**src/rtl/dma_copy_if.sv**
```systemverilog
// Memory access types and the tinymemif bus shared by dma_copy and its memory.
// A master drives read/write requests; a slave returns rd_data and busy (stall).
package tinymem_pkg;
   typedef enum logic [1:0] {
      MEM_ACCESS_SIZE_BYTE = 2'd0,
      MEM_ACCESS_SIZE_HALF = 2'd1,
      MEM_ACCESS_SIZE_WORD = 2'd2
   } mem_access_size_t;
endpackage

interface tinymemif;
   import tinymem_pkg::*;
   logic [31:0]      rd_addr;
   mem_access_size_t rd_size;
   logic [31:0]      rd_data;
   logic [31:0]      wr_addr;
   mem_access_size_t wr_size;
   logic [31:0]      wr_data;
   logic             wr_enable;
   logic             busy;

   modport master (
      output rd_addr, rd_size, wr_addr, wr_size, wr_data, wr_enable,
      input  rd_data, busy
   );

   modport slave (
      input  rd_addr, rd_size, wr_addr, wr_size, wr_data, wr_enable,
      output rd_data, busy
   );
endinterface

```
**src/rtl/dma_copy.sv**
```systemverilog
// Word-by-word memory copy engine on tinymemif (READ then WRITE per word).
// Optional DMA_FILL_EN adds a fill mode that writes one latched word to every destination.
module dma_copy
   import tinymem_pkg::*;
#(
   parameter int COUNT_W = 16
) (
   input  logic               clk_i,
   input  logic               rst_ni,
   input  logic               start_i,
   input  logic [31:0]        src_addr_i,
   input  logic [31:0]        dst_addr_i,
   input  logic [COUNT_W-1:0] count_i,
`ifdef DMA_FILL_EN
   input  logic               fill_i,
   input  logic [31:0]        fill_data_i,
`endif
   output logic               busy_o,
   output logic               done_o,
   tinymemif.master           memif
);

   typedef enum logic [1:0] {
      IDLE  = 2'd0,
      READ  = 2'd1,
      WRITE = 2'd2,
      DONE  = 2'd3
   } state_t;

   localparam logic [COUNT_W-1:0] CNT_ZERO = {COUNT_W{1'b0}};
   localparam logic [COUNT_W-1:0] CNT_ONE  = {{(COUNT_W-1){1'b0}}, 1'b1};

   state_t             state_r;
   logic [31:0]        src_ptr_r;
   logic [31:0]        dst_ptr_r;
   logic [COUNT_W-1:0] remaining_r;
   logic [31:0]        data_r;
   logic [31:0]        rd_addr_r;
   mem_access_size_t   rd_size_r;
   logic               wr_en_r;
   logic               busy_r;
   logic               done_r;
`ifdef DMA_FILL_EN
   logic               fill_mode_r;
`endif

   // Write address/data come straight from the dst pointer and data register.
   assign memif.rd_addr   = rd_addr_r;
   assign memif.rd_size   = rd_size_r;
   assign memif.wr_addr   = dst_ptr_r;
   assign memif.wr_size   = MEM_ACCESS_SIZE_WORD;
   assign memif.wr_data   = data_r;
   assign memif.wr_enable = wr_en_r;
   assign busy_o          = busy_r;
   assign done_o          = done_r;

   // Transfer FSM with all outputs registered alongside the state.
   always_ff @(posedge clk_i or negedge rst_ni) begin
      if (!rst_ni) begin
         state_r     <= IDLE;
         src_ptr_r   <= 32'h0000_0000;
         dst_ptr_r   <= 32'h0000_0000;
         remaining_r <= CNT_ZERO;
         data_r      <= 32'h0000_0000;
         rd_addr_r   <= 32'h0000_0000;
         rd_size_r   <= MEM_ACCESS_SIZE_WORD;
         wr_en_r     <= 1'b0;
         busy_r      <= 1'b0;
         done_r      <= 1'b0;
`ifdef DMA_FILL_EN
         fill_mode_r <= 1'b0;
`endif
      end else begin
         case (state_r)
            IDLE: begin
               done_r <= 1'b0;
               if (start_i) begin
                  src_ptr_r   <= {src_addr_i[31:2], 2'b00};
                  dst_ptr_r   <= {dst_addr_i[31:2], 2'b00};
                  remaining_r <= count_i;
                  busy_r      <= 1'b1;
                  if (count_i == CNT_ZERO) begin
                     done_r  <= 1'b1;
                     state_r <= DONE;
                  end
`ifdef DMA_FILL_EN
                  else if (fill_i) begin
                     data_r      <= fill_data_i;
                     fill_mode_r <= 1'b1;
                     wr_en_r     <= 1'b1;
                     state_r     <= WRITE;
                  end
`endif
                  else begin
`ifdef DMA_FILL_EN
                     fill_mode_r <= 1'b0;
`endif
                     rd_addr_r <= {src_addr_i[31:2], 2'b00};
                     rd_size_r <= MEM_ACCESS_SIZE_WORD;
                     state_r   <= READ;
                  end
               end else begin
                  state_r <= IDLE;
               end
            end

            READ: begin
               rd_size_r <= MEM_ACCESS_SIZE_WORD;
               if (!memif.busy) begin
                  data_r  <= memif.rd_data;
                  wr_en_r <= 1'b1;
                  state_r <= WRITE;
               end else begin
                  state_r <= READ;
               end
            end

            // A stalled write keeps every write signal and pointer untouched.
            WRITE: begin
               if (!memif.busy) begin
                  src_ptr_r   <= src_ptr_r + 32'd4;
                  dst_ptr_r   <= dst_ptr_r + 32'd4;
                  remaining_r <= remaining_r - CNT_ONE;
                  if (remaining_r == CNT_ONE) begin
                     wr_en_r <= 1'b0;
                     done_r  <= 1'b1;
                     state_r <= DONE;
                  end
`ifdef DMA_FILL_EN
                  else if (fill_mode_r) begin
                     state_r <= WRITE;
                  end
`endif
                  else begin
                     wr_en_r   <= 1'b0;
                     rd_addr_r <= src_ptr_r + 32'd4;
                     state_r   <= READ;
                  end
               end else begin
                  state_r <= WRITE;
               end
            end

            DONE: begin
               done_r  <= 1'b0;
               busy_r  <= 1'b0;
               state_r <= IDLE;
            end

            default: begin
               wr_en_r <= 1'b0;
               done_r  <= 1'b0;
               busy_r  <= 1'b0;
               state_r <= IDLE;
            end
         endcase
      end
   end

endmodule
```
**src/flat_wrapper.sv**
```systemverilog
// flat-port wrapper written by rule: the top's interface ports become plain ports
module dma_copy_flat import tinymem_pkg::*;
#(
   parameter int COUNT_W = 16
)
  (clk_i, rst_ni, start_i, src_addr_i, dst_addr_i, count_i, busy_o, done_o, memif_rd_addr, memif_rd_size, memif_wr_addr, memif_wr_size, memif_wr_data, memif_wr_enable, memif_rd_data, memif_busy);
  tinymemif memif_i ();
  input  logic clk_i;
  input  logic rst_ni;
  input  logic start_i;
  input  logic [31:0] src_addr_i;
  input  logic [31:0] dst_addr_i;
  input  logic [COUNT_W-1:0] count_i;
  output logic busy_o;
  output logic done_o;
  output wire logic [$bits(memif_i.rd_addr)-1:0] memif_rd_addr;
  output wire logic [$bits(memif_i.rd_size)-1:0] memif_rd_size;
  output wire logic [$bits(memif_i.wr_addr)-1:0] memif_wr_addr;
  output wire logic [$bits(memif_i.wr_size)-1:0] memif_wr_size;
  output wire logic [$bits(memif_i.wr_data)-1:0] memif_wr_data;
  output wire logic [$bits(memif_i.wr_enable)-1:0] memif_wr_enable;
  input wire logic [$bits(memif_i.rd_data)-1:0] memif_rd_data;
  input wire logic [$bits(memif_i.busy)-1:0] memif_busy;
  assign memif_rd_addr = memif_i.rd_addr;
  assign memif_rd_size = memif_i.rd_size;
  assign memif_wr_addr = memif_i.wr_addr;
  assign memif_wr_size = memif_i.wr_size;
  assign memif_wr_data = memif_i.wr_data;
  assign memif_wr_enable = memif_i.wr_enable;
  assign memif_i.rd_data = memif_rd_data;
  assign memif_i.busy = memif_busy;
  dma_copy #(.COUNT_W(COUNT_W)) u_core (.clk_i(clk_i), .rst_ni(rst_ni), .start_i(start_i), .src_addr_i(src_addr_i), .dst_addr_i(dst_addr_i), .count_i(count_i), .busy_o(busy_o), .done_o(done_o), .memif(memif_i));
endmodule
```
**config.mk**
```make
export PLATFORM = sky130hd
export DESIGN_NAME = dma_copy_flat
export DESIGN_NICKNAME = d
export VERILOG_FILES = /design/src/rtl/dma_copy_if.sv /design/src/rtl/dma_copy.sv /design/src/flat_wrapper.sv
export SDC_FILE = /design/constraint.sdc
export NUM_CORES = 1
export LEC_CHECK = 0
export BUFFER_PORTS_ARGS = -buffer_cell sky130_fd_sc_hd__buf_2
export CORE_ASPECT_RATIO = 1.5
export CORE_MARGIN = 2
export CORE_UTILIZATION = 50
export CTS_BUF_LIST = sky130_fd_sc_hd__clkbuf_4 sky130_fd_sc_hd__clkbuf_8
export DETAILED_ROUTE_END_ITERATION = 12
export HOLD_SLACK_MARGIN = 0.06
export MAX_ROUTING_LAYER = met4
export PLACE_DENSITY = 0.85
export SLEW_MARGIN = 20
export SYNTH_ARGS = -nofsm -noshare
export SYNTH_HDL_FRONTEND = slang
export SYNTH_SLANG_ARGS = --single-unit
```
**constraint.sdc**
```tcl
create_clock -name clk_i -period 4.55 [get_ports clk_i]
set_clock_uncertainty 0.05 [all_clocks]
set_input_delay 0.6825 -clock clk_i [delete_from_list [all_inputs] [get_ports clk_i]]
set_output_delay 0.6825 -clock clk_i [all_outputs]
set_load 0.02 [all_outputs]
```
## After elaboration in Yosys (flattened, before gate mapping)

Index checks and enable logic that the tools add are counted.

- Mux-type cells: 33
- Add/sub/neg operators: 3
- Reduce and logical (&&, ||, !) cells: 14
- Eq/ne operators: 10
- Bitwise logic cells: 1

Operators by type and width:

| operator | number |
|---|---|
| 32-bit 2-to-1 mux | 8 |
| 32-bit one-hot mux with 2 select lines | 3 |
| 32-bit by 3-bit adder with 32-bit output (second input constant) | 2 |
| 16-bit 2-to-1 mux | 2 |
| 16-bit one-hot mux with 2 select lines | 1 |
| 16-bit by 1-bit equality test with 1-bit output (second input constant) | 1 |
| 16-bit logical NOT | 1 |
| 16-bit by 1-bit subtractor with 16-bit output (second input constant) | 1 |
| 2-bit 2-to-1 mux | 7 |
| 3-bit AND reduction | 4 |
| 2-bit inequality test (second input constant) | 5 |
| 2-bit one-hot mux with 4 select lines | 1 |
| 2-bit nonzero test | 4 |
| 1-bit 2-to-1 mux | 7 |
| 5-bit AND reduction | 1 |
| 2-bit equality test (second input constant) | 2 |
| 1-bit one-hot mux with 2 select lines | 2 |
| 2-bit one-hot mux with 2 select lines | 1 |
| 2-bit AND reduction | 2 |
| 1-bit one-hot mux with 3 select lines | 1 |
| 3-bit nonzero test | 1 |
| 2-bit by 1-bit equality test with 1-bit output (second input constant) | 1 |
| 2-bit logical NOT | 1 |
| 2-bit by 1-bit inequality test with 1-bit output (second input constant) | 1 |
| 1-bit inverter | 1 |

- Input bits: 116
- Word-level logic and storage cells: 71
- Output and inout port bits: 103
- Flip-flop bits (word level): 151

## Depth between registers and ports, before layout

- Word-level depth: 4
- Gate-level depth with buffers: 10
- Depth with buffers taken out: 7

## Worst setup path before layout

OpenSTA, ideal clock, no wires.

- Kind: register -> register
- Start: reg u_core.state_r[1]
- End: reg u_core.rd_addr_r[10] (netlist: u_core.memif.rd_addr[10])
- Data arrival time: 2.108 ns
- Data required time: 4.375 ns
- Cell stages (with the launch flop): 10
- Slack: 2.267 ns
- Path buffers: 3
- Library setup time: 0.125 ns
- Clock period less this slack: 2.283 ns
- Cells stage by stage: dfrtp_1 inv_1 ha_1 mux2_2 and2_1 buf_2 and3_1 buf_6 buf_12 mux2_4

- Cells in the longest elaborated chain, start to end: 3
- Elaborated cells on any way between the ends: 9
- Those cells by class: eq/ne (5); mux (1); reduce/logical (3)

Ends and longest elaborated chain:

| item | line | source |
|---|---|---|
| start: declaration | dma_copy.sv:33 | `state_t state_r;` |
| start signal: assignment | dma_copy.sv:60 | `state_r <= IDLE;` |
| start signal: assignment | dma_copy.sv:84 | `state_r <= DONE;` |
| start signal: assignment | dma_copy.sv:100 | `state_r <= READ;` |
| 2-bit equality test or 2-bit logical NOT (tied branches) | dma_copy.sv:74 | `case (state_r)` |
| 2-bit inequality test (no line) or 2-bit nonzero test (tied branches) | - |  |
| 5-bit AND reduction (no line) | - |  |
| end signal: assignment | dma_copy.sv:98 | `rd_addr_r <= {src_addr_i[31:2], 2'b00};` |
| end signal: assignment | dma_copy.sv:136 | `rd_addr_r <= src_ptr_r + 32'd4;` |
| end: declaration | dma_copy.sv:38 | `logic [31:0] rd_addr_r;` |

Several ways; a longest one is shown, not always the timed one.
A chain may end at the register's enable or synchronous reset.

## Final worst setup path

- Start: reg u_core.state_r[0]
- End: reg u_core.dst_ptr_r[26] (netlist: u_core.memif.wr_addr[26])

- Cells in the longest elaborated chain, start to end: 3
- Elaborated cells on any way between the ends: 7
- Those cells by class: eq/ne (3); mux (1); reduce/logical (3)

Ends and longest elaborated chain:

| item | line | source |
|---|---|---|
| 2-bit equality test or 2-bit logical NOT (tied branches) | dma_copy.sv:74 |  |
| 2-bit inequality test (no line) or 2-bit nonzero test (tied branches) | - |  |
| 3-bit AND reduction (no line) | - |  |
| end signal: assignment | dma_copy.sv:79 | `dst_ptr_r <= {dst_addr_i[31:2], 2'b00};` |
| end signal: assignment | dma_copy.sv:122 | `dst_ptr_r <= dst_ptr_r + 32'd4;` |
| end: declaration | dma_copy.sv:35 | `logic [31:0] dst_ptr_r;` |

Several ways; a longest one is shown, not always the timed one.

==> flow_metrics.tcl <==
set metrics [dict create \
    status "completed" \
    place_congestion 0.883 \
    vias 7226 \
    fin_ws_ns 1.38 \
    worstSetupPathType "reg2reg" \
    p_comb_frac 0.516 \
    seq_area_frac_synth 0.448 \
    seq_power_share 0.354 \
    path_clk_slew_ns 0.09 \
    final_common_cell "buf_2" \
    fillers 1397 \
    clk_latency_ns 0.46 \
    period_needed_ns 3.17 \
    pre_cts_ws_ns 1.38 \
    drc 0 \
    die_h_um 161 \
    finalHoldViolations 0 \
    numCtsBuffers 17 \
    ctsResizeCount 0 \
    p_per_area_nw_per_um2 772 \
    cts_sinks 147 \
    ys_warn_count 0 \
    ir_worst_vdd_uv 441 \
    yosys.area_share.adder 0.0122 \
    die_w_um 109 \
    tightestPinTransition_ns 1.09 \
    routed_wl_um 21500 \
    synth.cell_area_um2 8210 \
    fmax_mhz 316 \
    maxCapViolations 0 \
    antenna_found_initial 0 \
    clkPwrFrac 0.129 \
    initial_core_util 0.509 \
    synth-edff-count 0 \
    finish.instance_area_um2 9640 \
    synth_xor_area_frac 0.0128 \
    routed_via_density 5.92 \
    n_antenna_cell 0 \
    final.setup.tns_ns 0 \
    placed_area_um2 9270 \
    crit_path_end_kind "flip-flop" \
    die-area_um2 17500 \
    post-cts-setup-buffer-count 0 \
    synth_compound_area_frac 0.158 \
    slew_headroom 0.274 \
    switching_power_uw 3410 \
    synthDistinctLibCells 63 \
    ys_seq_elements 147 \
    crit_required_ns 4.87 \
    synthDominantCellAreaShare 0.448 \
    coreArea_um2 16100 \
    p_int_uw 4020 \
    dr.pass1.iters 5 \
    cts.path.max_buffers 2 \
    drive_above_1_share 0.337 \
    synth-simple-area-share 0.167 \
    syn_area_per_cell_um2 9.98 \
    hp-class "in2async" \
    grt_pass1_vias 7242 \
    cts_tree "built" \
    async_flop_share 1.00 \
    areaGrowthSynthToFinish_pct 17.4 \
    synthMuxAreaShare 0.149 \
    drt_iter0_markers 415 \
    final_cell_mix "buf_2 (207), dfrtp_1 (147), nand2_1 (61), a21oi_1 (61), nor2_1 (59)" \
    synth_top_family_by_area "simple AND/OR/NAND/NOR gates" \
    cts-root-buf "clkbuf_8" \
    grtUsageTotal 0.258 \
    drtAntennaViolNets 0 \
    p_sw_frac 0.459 \
    grt_max_degree 79 \
    netlist_instances 823 \
    grt_pass1_wl_um 34900 \
    synthFlopType "dfrtp_1" \
    p_leak_uw 0.00435 \
    cts_hold_buffers 0 \
    finalSetupViolCount 0 \
    worst_hold_slack_ns 0.175 \
    layout_worst_path_cycle_share 0.696 \
    dp.final_hpwl_um 15000 \
    rsz0062_at_grt "false" \
    gr-total-overflow 0 \
    cp.arrival_ns 3.48 \
    start_kind "flip-flop" \
    wl_per_cell_um 17.7 \
    path_max_fanout 57 \
    synthTopCellsByArea "dfrtp_1 (45%), mux2_2 (7.0%), mux2_4 (4.9%)" \
    htreeDepth 4 \
    final_nets 1126 \
    io_pins 219 \
    rows 57 \
    io_buffers 208 \
    synth.largest_area_cell "dfrtp_1" \
    maxSlewViolCount 0 \
]
-- through the flow --
stage / total power, uW / util / std cells
floorplan: 5440 / - / 827
global placement: 6310 / 0.575 / 1189
detailed placement: 6480 / 0.575 / 1189
CTS: 7460 / 0.598 / 1220
global route: 7950 / 0.598 / 1220
finish: 7440 / 0.598 / 1220
-- worst paths after layout --
check	from	to	slack, ns	cells past startpoint
setup / recovery	u_core.state_r[0]	u_core.memif.wr_addr[26]	1.38	8
hold reg to reg	u_core.src_ptr_r[1]	u_core.src_ptr_r[1]	0.45	1
max in group asynchronous	rst_ni	u_core.src_ptr_r[19]	3.24	2
setup reg to reg	u_core.state_r[0]	u_core.memif.wr_addr[26]	1.38	8
min in group clk_i	dst_addr_i[9]	u_core.memif.wr_addr[9]	0.40	3
hold / removal	rst_ni	u_core.memif.wr_data[8]	0.18	1
-- worst max-delay path, cell delays in order (launching register included) --
cell      delay (ns)
dfrtp_1         0.42
inv_1           0.13
ha_4            0.31
buf_4           0.54
clkinv_1        0.26
buf_4           0.32
nand2_1         0.63
o22ai_1         0.19
a21oi_1         0.17
-- cell type report --
class	instances	area, um^2	area share
clock buffers	20	269	0.0279
inverters	21	78.8	0.00818
clock inverters	11	95.1	0.00987
repair buffers	217	1110	0.116
well taps	206	258	0.0267
flip-flops and latches	147	3680	0.382
multi-input cells	598	4140	0.430
-- flip-flops by register name (all words and copies together) (netlist names) --
name                    flops
u_core.busy_o               1
u_core.done_o               1
u_core.memif.rd_addr       32
u_core.memif.wr_addr       30
u_core.memif.wr_data       32
u_core.memif.wr_enable      1
u_core.remaining_r         16
u_core.src_ptr_r           32
u_core.state_r              2
-- Yosys cell counts, types with 4 or more instances --
cell / number
clkbuf_1: 25
and4_1: 5
nor2_1: 59
o22a_1: 8
nand3_1: 34
dfrtp_1: 147
or3_1: 10
mux2_4: 27
and3_1: 15
xnor2_1: 6
buf_2: 13
nand2_1: 62
mux2_2: 51
o311a_1: 4
buf_1: 9
o31a_1: 4
xor2_1: 6
o22ai_1: 23
o211ai_1: 4
inv_1: 20
mux2i_1: 24
o21ai_0: 42
and2_1: 8
o31ai_1: 8
nor3_1: 12
ha_1: 8
o21a_1: 5
nand4_1: 16
a22oi_1: 8
or4_1: 9
a31oi_1: 20
a21oi_1: 61
nor4_1: 13
buf_4: 8
-- metal layers --
layer / track usage / vias up / share of wire
met5: - / - / 0
met4: 0.128 / 0 / 0.036
met3: 0.0402 / 61 / 0.045
met2: 0.446 / 268 / 0.54
met1: 0.283 / 3510 / 0.38
li1: - / 3387 / -
-- logic make-up (layout without fill, tap and decap cells) --
family / count (synthesis) / count (layout)
AOI/OAI and AO/OA: 208 / 208
xor gates and xnor gates: 12 / 12
adders and majority gates: 8 / 8
buffers and inverters: 82 / 269
DFF: 147 / 147
muxes: 102 / 102
other: 2 / 6
and+or+nand+nor: 262 / 262
-- power by group through the flow --
stage                     clock network (uW)  logic (uW)  registers [uW]
after global routing                    1030        4190            2730
after CTS                                987        3860            2620
after floorplan                            0        2410            3030
final                                    962        3840            2640
after detailed placement                   0        3840            2630
after global placement                     0        3730            2590
(Power assumes the default switching activity.)
